===== src/rtl/unidad_control_pipeline.sv =====
// -----------------------------------------------------------------------------
// unidad_control_pipeline
//
// Pipeline sequencing controller for the 5-stage MIPS core. It drives the load
// enables and bubble-insert (flush) strobes of the PC and of the four pipeline
// registers BF0 (IF/ID), BF1 (ID/EX), BF2 (EX/MEM) and BF3 (MEM/WB), and it
// selects the PC source. It resolves three kinds of hazard:
//   - load-use hazards between EX and ID (one bubble),
//   - taken branches and jumps resolved at the BF2 outputs (three bubbles),
//   - multi-cycle data-memory accesses via req/ready, with a timeout error.
//
// Parameters
//   MEM_TIMEOUT   last MEM_WAIT counter value tolerated before ERROR (1..255)
//
// Ports
//   clk_UCP            clock, rising edge
//   rst_UCP            synchronous active-high reset (dominates all outputs)
//   MemRead_BF1        instruction in EX is a load
//   rt_BF1             load destination register in EX
//   rs_ID, rt_ID       source registers of the instruction in ID
//   useRt_ID           ID instruction reads rt
//   branch_BF2, zf_BF2, jump_BF2   control outputs of BF2
//   MemRead_BF2, MemWrite_BF2      memory operation in the MEM stage
//   mem_ready_UCP      data memory completes the access this cycle
//   pc_en_UCP          PC load enable
//   bfN_en_UCP         load enable of pipeline register N (0..3)
//   bfN_flush_UCP      load a bubble into register N (with its enable high)
//   pcSrc_UCP          00 PC+4, 01 branch target, 10 jump target
//   mem_req_UCP        memory access request
//   err_UCP            sticky memory-timeout error
//
// Optional feature (macro UCP_PERF_CNT_EN)
//   stallCnt_UCP       saturating count of cycles with the PC frozen
//   flushCnt_UCP       saturating count of taken-redirect cycles
// -----------------------------------------------------------------------------
module unidad_control_pipeline #(
  parameter int unsigned MEM_TIMEOUT = 15
) (
  input  logic       clk_UCP,
  input  logic       rst_UCP,
  input  logic       MemRead_BF1,
  input  logic [4:0] rt_BF1,
  input  logic [4:0] rs_ID,
  input  logic [4:0] rt_ID,
  input  logic       useRt_ID,
  input  logic       branch_BF2,
  input  logic       zf_BF2,
  input  logic       jump_BF2,
  input  logic       MemRead_BF2,
  input  logic       MemWrite_BF2,
  input  logic       mem_ready_UCP,
  output logic       pc_en_UCP,
  output logic       bf0_en_UCP,
  output logic       bf1_en_UCP,
  output logic       bf2_en_UCP,
  output logic       bf3_en_UCP,
  output logic       bf0_flush_UCP,
  output logic       bf1_flush_UCP,
  output logic       bf2_flush_UCP,
  output logic       bf3_flush_UCP,
  output logic [1:0] pcSrc_UCP,
  output logic       mem_req_UCP,
  output logic       err_UCP
`ifdef UCP_PERF_CNT_EN
  ,
  output logic [15:0] stallCnt_UCP,
  output logic [15:0] flushCnt_UCP
`endif
);

  localparam logic [7:0] TIMEOUT_CNT = 8'(MEM_TIMEOUT);

  localparam logic [1:0] PC_SEQ    = 2'b00;
  localparam logic [1:0] PC_BRANCH = 2'b01;
  localparam logic [1:0] PC_JUMP   = 2'b10;

  typedef enum logic [1:0] {
    RUN      = 2'b00,
    MEM_WAIT = 2'b01,
    ERROR    = 2'b10
  } state_t;

  state_t     state, state_next;
  logic [7:0] wait_cnt, wait_cnt_next;

  // Hazard conditions, all evaluated in the cycle they become visible.
  logic mem_op, taken, load_use, redirect;

  assign mem_op   = MemRead_BF2 | MemWrite_BF2;
  assign taken    = (branch_BF2 & zf_BF2) | jump_BF2;
  // Register 0 is hard-wired to zero, so a load into it never creates a hazard.
  assign load_use = MemRead_BF1 & (rt_BF1 != 5'd0) &
                    ((rt_BF1 == rs_ID) | (useRt_ID & (rt_BF1 == rt_ID)));

  // A redirect only happens when RUN takes the branch/jump path.
  assign redirect = !rst_UCP && (state == RUN) && !mem_op && taken;

  // ---------------------------------------------------------------------------
  // State and wait counter
  // ---------------------------------------------------------------------------
  always_ff @(posedge clk_UCP) begin
    // NOTE: sequential state uses non-blocking assignments so every register
    // samples the values from before the edge, independent of statement order.
    if (rst_UCP) begin
      state    <= RUN;
      wait_cnt <= 8'd0;
    end else begin
      state    <= state_next;
      wait_cnt <= wait_cnt_next;
    end
  end

  // ---------------------------------------------------------------------------
  // Next state and combinational strobes
  // ---------------------------------------------------------------------------
  always_comb begin
    // NOTE: every output gets a default first, so no path through the case
    // leaves a signal unassigned and no latch is inferred.
    state_next    = state;
    wait_cnt_next = wait_cnt;
    pc_en_UCP     = 1'b1;
    bf0_en_UCP    = 1'b1;
    bf1_en_UCP    = 1'b1;
    bf2_en_UCP    = 1'b1;
    bf3_en_UCP    = 1'b1;
    bf0_flush_UCP = 1'b0;
    bf1_flush_UCP = 1'b0;
    bf2_flush_UCP = 1'b0;
    bf3_flush_UCP = 1'b0;
    pcSrc_UCP     = PC_SEQ;
    mem_req_UCP   = 1'b0;
    err_UCP       = 1'b0;

    if (rst_UCP) begin
      // Fill the whole pipeline with bubbles while holding the PC. Any pending
      // memory access is abandoned, so the request drops immediately.
      pc_en_UCP     = 1'b0;
      bf0_flush_UCP = 1'b1;
      bf1_flush_UCP = 1'b1;
      bf2_flush_UCP = 1'b1;
      bf3_flush_UCP = 1'b1;
      state_next    = RUN;
      wait_cnt_next = 8'd0;
    end else begin
      unique case (state)
        RUN: begin
          if (mem_op) begin
            mem_req_UCP = 1'b1;
            if (!mem_ready_UCP) begin
              // Freeze everything up to EX/MEM; MEM/WB gets a bubble so the
              // stalled access is not written back more than once.
              pc_en_UCP     = 1'b0;
              bf0_en_UCP    = 1'b0;
              bf1_en_UCP    = 1'b0;
              bf2_en_UCP    = 1'b0;
              bf3_flush_UCP = 1'b1;
              state_next    = MEM_WAIT;
              wait_cnt_next = 8'd0;
            end
          end else if (taken) begin
            // Kill the three younger wrong-path instructions; MEM/WB keeps
            // advancing with the older instruction.
            pcSrc_UCP     = jump_BF2 ? PC_JUMP : PC_BRANCH;
            bf0_flush_UCP = 1'b1;
            bf1_flush_UCP = 1'b1;
            bf2_flush_UCP = 1'b1;
          end else if (load_use) begin
            // Hold IF and ID for one cycle and push a bubble into EX; the load
            // moves on to MEM on this edge, so one bubble is always enough.
            pc_en_UCP     = 1'b0;
            bf0_en_UCP    = 1'b0;
            bf1_flush_UCP = 1'b1;
          end
        end

        MEM_WAIT: begin
          mem_req_UCP = 1'b1;
          if (mem_ready_UCP) begin
            // Completion wins even on the timeout cycle.
            state_next = RUN;
          end else begin
            pc_en_UCP     = 1'b0;
            bf0_en_UCP    = 1'b0;
            bf1_en_UCP    = 1'b0;
            bf2_en_UCP    = 1'b0;
            bf3_flush_UCP = 1'b1;
            if (wait_cnt == TIMEOUT_CNT) begin
              state_next = ERROR;
            end else begin
              wait_cnt_next = wait_cnt + 8'd1;
            end
          end
        end

        ERROR: begin
          pc_en_UCP  = 1'b0;
          bf0_en_UCP = 1'b0;
          bf1_en_UCP = 1'b0;
          bf2_en_UCP = 1'b0;
          bf3_en_UCP = 1'b0;
          err_UCP    = 1'b1;
        end

        default: begin
          // Unreachable encoding: recover into the error state so it is seen.
          state_next = ERROR;
        end
      endcase
    end
  end

`ifdef UCP_PERF_CNT_EN
  // ---------------------------------------------------------------------------
  // Performance counters (saturating)
  // ---------------------------------------------------------------------------
  logic stall_evt;

  // ERROR also holds the PC, but that is a fault rather than a stall.
  assign stall_evt = !rst_UCP && (state != ERROR) && !pc_en_UCP;

  always_ff @(posedge clk_UCP) begin
    if (rst_UCP) begin
      stallCnt_UCP <= 16'd0;
      flushCnt_UCP <= 16'd0;
    end else begin
      if (stall_evt && (stallCnt_UCP != 16'hFFFF)) begin
        stallCnt_UCP <= stallCnt_UCP + 16'd1;
      end
      if (redirect && (flushCnt_UCP != 16'hFFFF)) begin
        flushCnt_UCP <= flushCnt_UCP + 16'd1;
      end
    end
  end
`else
  // The redirect term only feeds the counters.
  logic unused_redirect;
  assign unused_redirect = redirect;
`endif

endmodule


===== config.mk =====
export PLATFORM = sky130hd
export DESIGN_NAME = unidad_control_pipeline
export DESIGN_NICKNAME = d
export VERILOG_FILES = /design/src/rtl/unidad_control_pipeline.sv
export SDC_FILE = /design/constraint.sdc
export NUM_CORES = 1
export LEC_CHECK = 0
export CAP_MARGIN = 20
export CORE_UTILIZATION = 36
export DETAILED_ROUTE_END_ITERATION = 10
export PLACE_DENSITY = 0.75
export SYNTH_ARGS = -nofsm -noshare
export SYNTH_HDL_FRONTEND = slang
export SYNTH_SLANG_ARGS = --single-unit

===== constraint.sdc =====
create_clock -name clk_UCP -period 1.7 [get_ports clk_UCP]
set_clock_uncertainty 0.15 [all_clocks]
set_input_delay 0.34 -clock clk_UCP [delete_from_list [all_inputs] [get_ports clk_UCP]]
set_output_delay 0.34 -clock clk_UCP [all_outputs]
set_load 0.02 [all_outputs]

==> summary.md <==
| Metric | Value |
|---|---|
| CP Cell Sequence | dlygate4sd2_1, xnor2_1, nand3_1, o22ai_2, buf_6, a21oi_2, buf_4 |
| Non-Filler Instances | roughly 210 |
| CTS buffer count | 3 |
| Dpl hpwl | ~2100 um |
| Adder-cell share of the synthesized area | 0.0158 |
| Final setup viols | 21 |
| DRT Pass-1 Iters | 4 |
| WP buf/inv | 3 |
| Routed len/inst | between 15 and 20 um |
| GRT overflow | 0 |
| Status | finished with violations |
| Routed WL | roughly 4000 um |
| GR Util All Layers | 0.311 |
| Fillers | 85 |
| Setup CP Type | input pin to primary output |
| Setup WS post-layout | -0.321 ns |
| Layout net count | 207 |
| Layout Utilization | 0.886 |
| Port buffer count | 37 |
| Total nets after synthesis | 128 |
| Die width | 48.8 um |
| Post-Syn Area | 790 um2 |
| P_leak | 0.760 nW |
| Yosys reg bits | 10 |
| Clock Root Buffer | clkbuf_4 |
| Hold buffers post-CTS | 0 |
| Simple-gate share of the synthesized area | 0.374 |
| Startpoint Class | input pin |
| Multi-input logic area | 764 um2 |
| Critical Path AT | 1.53 ns |
| Compound-Gate Fraction of Synth Area | 0.176 |
| Worst-Skew Late Latency | 0.27 ns |
| Failing checks | negative setup slack |
| DRC violations left | 0 |
| First-pass GRT wire length | 5580 um |
| Hold Path Class | flip-flop to flip-flop |
| Hold Vio Cnt, Final | 0 |
| Kind of cell adding the most delay to the critical path | buffers and inverters |
| CTS max path bufs | 2 |
| Placed Cells | 189 |
| H-tree Lvls | 1 |
| Share of layout cells above drive strength 1 | 0.561 |
| Vias | 1,193 |
| Clock Pin Slew Worst Setup and Hold Paths | 0.07 ns |
| Crit-path max FO | 2 |
| Area growth syn-to-layout | 125% |
| Cell Pwr Density | 442 nW/um2 |
| Slew @ Worst Pin | 0.383 ns |
| RSZ-0062 raised after global routing | yes |
| Storage cell area | 208 um2 |
| Initial antenna violation count | 1 |
| Fin crit share | 1.19 |
| Ant diodes | 0 |
| Core area | between 2000 and 2500 um2 |
| Vias in the first global route | 1,240 |
| Slowest stage delay, CP | 0.26 ns |
| Iteration-0 DRC count of the detailed router | 32 |
| Worst vdd ir | 0.388 mV |
| Synth Area in XOR/XNOR | 0.133 |
| Starting Density | 0.394 |
| Max Cap Viol | 0 |
| Largest net degree at the start of global routing | 9 |
| Fin. max-slew vios | 0 |
| Yosys synthesis warning count | 0 |
| Pre-CTS WS | -1.14 ns |
| Commonest non-fill, non-tap cell in the layout | buf_6 |
| Most frequent cells in the layout | buf_6 (29), buf_4 (26), dlygate4sd2_1 (15) |
| Mean Syn Cell Area | 7.74 um2 |
| Critical Path RT | 1.21 ns |
| Vias per Instance | 5.76 |
| Seq/Total Area, Yosys | 0.254 |
| Io pins | 38 |
| Worst slew margin | 0.742 |
| Antenna Nets Post-Route | 0 |
| Setup TNS | -2.80 ns |
| Worst setup EP type | primary output |
| Slowest cell on the critical path | dlygate4sd2_1 |
| Num rows | 16 |
| CTS tree | done |
| Mapped Cells | 102 |
| Fraction of synthesized area in multiplexers | 0 |
| Distinct cell type count after synthesis | 36 |
| Final min period | roughly 2.0 ns |
| Sink Count | 10 |
| GPL Wtd Cong | 0.838 |
| Largest family of logic cells by synthesized area | simple AND/OR/NAND/NOR gates |
| Maximum achievable frequency | 495 MHz |
| Die height | ~49 um |
| Die area | 2380 um2 |
[worst register-to-register path: stages, from the launching register on]
cell and delay, ns:
dfxtp_2 0.36, buf_6 0.14, buf_6 0.10, buf_6 0.08
buf_6 0.11, nor3_4 0.05, a21o_1 0.20, or4_1 0.52
nand2_1 0.07
[logic make-up after synthesis]
| family | count (synthesis) |
|---|---|
| compound gates | 21 |
| xor+xnor | 12 |
| fa+ha+maj | 1 |
| buf+inv | 6 |
| flops | 10 |
| simple gates | 52 |
[state kept, by name, summed over array words and instances, names as in the netlist]
name      count
wait_cnt      8
state         2
[final timing paths]
check / startpoint / end / slack (ns) / cells past startpoint
hold reg to reg: wait_cnt[1] / wait_cnt[1] / 0.38 / 2
setup reg to reg: state[1] / wait_cnt[4] / -0.12 / 8
setup / recovery: rs_ID[4] / pc_en_UCP / -0.32 / 7
hold / removal: wait_cnt[1] / wait_cnt[1] / 0.38 / 2
[what timing repair did]
action	CTS	global route
gates cloned	0	0
hold endpoints to repair	0	0
endpoints found under the setup margin	18	19
resized for setup	142	29
pin swaps	31	19
buffers inserted	8	12
[stage by stage]
stage	instance area, um2	power [mW]	hold WS [ns]
detailed placement	1440	0.499	0.342
finish	1770	0.784	0.381
floorplan	863	0.352	0.314
CTS	1620	0.744	0.351
global route	1770	0.819	0.402
global placement	1440	0.495	0.337
[cell type report]
cell class,instances,area share
Tap cell,27,0.0190
Sequential cell,10,0.117
Clock buffer,4,0.0205
Multi-Input combinational cell,86,0.431
Inverter,2,0.00423
Timing Repair Buffer,78,0.408
[power breakdown]
| group | switching [mW] | total, mW | leakage [nW] | internal [mW] |
|---|---|---|---|---|
| combinational | 0.146 | 0.320 | 0.656 | 0.175 |
| clock | 0.0918 | 0.222 | 0.0210 | 0.130 |
| sequential | 0.00475 | 0.242 | 0.0830 | 0.237 |
| total | 0.242 | 0.784 | 0.760 | 0.542 |
[metal layers]
layer / vias to the layer above / global-route usage / share of wire
li1: 532 / - / -
met1: 559 / 0.300 / 0.38
met2: 80 / 0.604 / 0.51
met3: 20 / 0.0592 / 0.068
met4: 2 / 0.176 / 0.041
met5: - / 0 / 0.0032
[cell usage after synthesis]
| master | n | area [um2] |
|---|---|---|
| a211oi_1 | 1 | 7.51 |
| a21boi_0 | 1 | 7.51 |
| a21o_1 | 3 | 22.5 |
| a21oi_1 | 5 | 25.0 |
| a41oi_1 | 1 | 8.76 |
| and3_1 | 3 | 18.8 |
| buf_4 | 2 | 15.0 |
| buf_6 | 1 | 11.3 |
| clkbuf_1 | 1 | 3.75 |
| dfxtp_1 | 10 | 200 |
| ha_1 | 1 | 12.5 |
| inv_1 | 2 | 7.51 |
| nand2_1 | 9 | 33.8 |
| nand2b_1 | 4 | 25.0 |
| nand3_1 | 7 | 35.0 |
| nand3b_1 | 1 | 7.51 |
| nand4_1 | 1 | 6.26 |
| nor2_1 | 5 | 18.8 |
| nor2b_1 | 1 | 6.26 |
| nor3_1 | 4 | 20.0 |
| nor3b_1 | 2 | 15.0 |
| nor4_1 | 4 | 25.0 |
| nor4b_1 | 2 | 17.5 |
| o211ai_1 | 3 | 22.5 |
| o21a_1 | 1 | 7.51 |
| o21ai_0 | 2 | 10.0 |
| o21ai_1 | 1 | 5.00 |
| o21bai_1 | 1 | 7.51 |
| o22ai_1 | 1 | 6.26 |
| o31a_1 | 1 | 8.76 |
| or2_1 | 2 | 12.5 |
| or2_2 | 1 | 6.26 |
| or3_1 | 1 | 6.26 |
| or3_4 | 1 | 11.3 |
| or4_1 | 4 | 30.0 |
| xnor2_1 | 12 | 105 |
No activity file was read; power rests on OpenSTA's default activity.
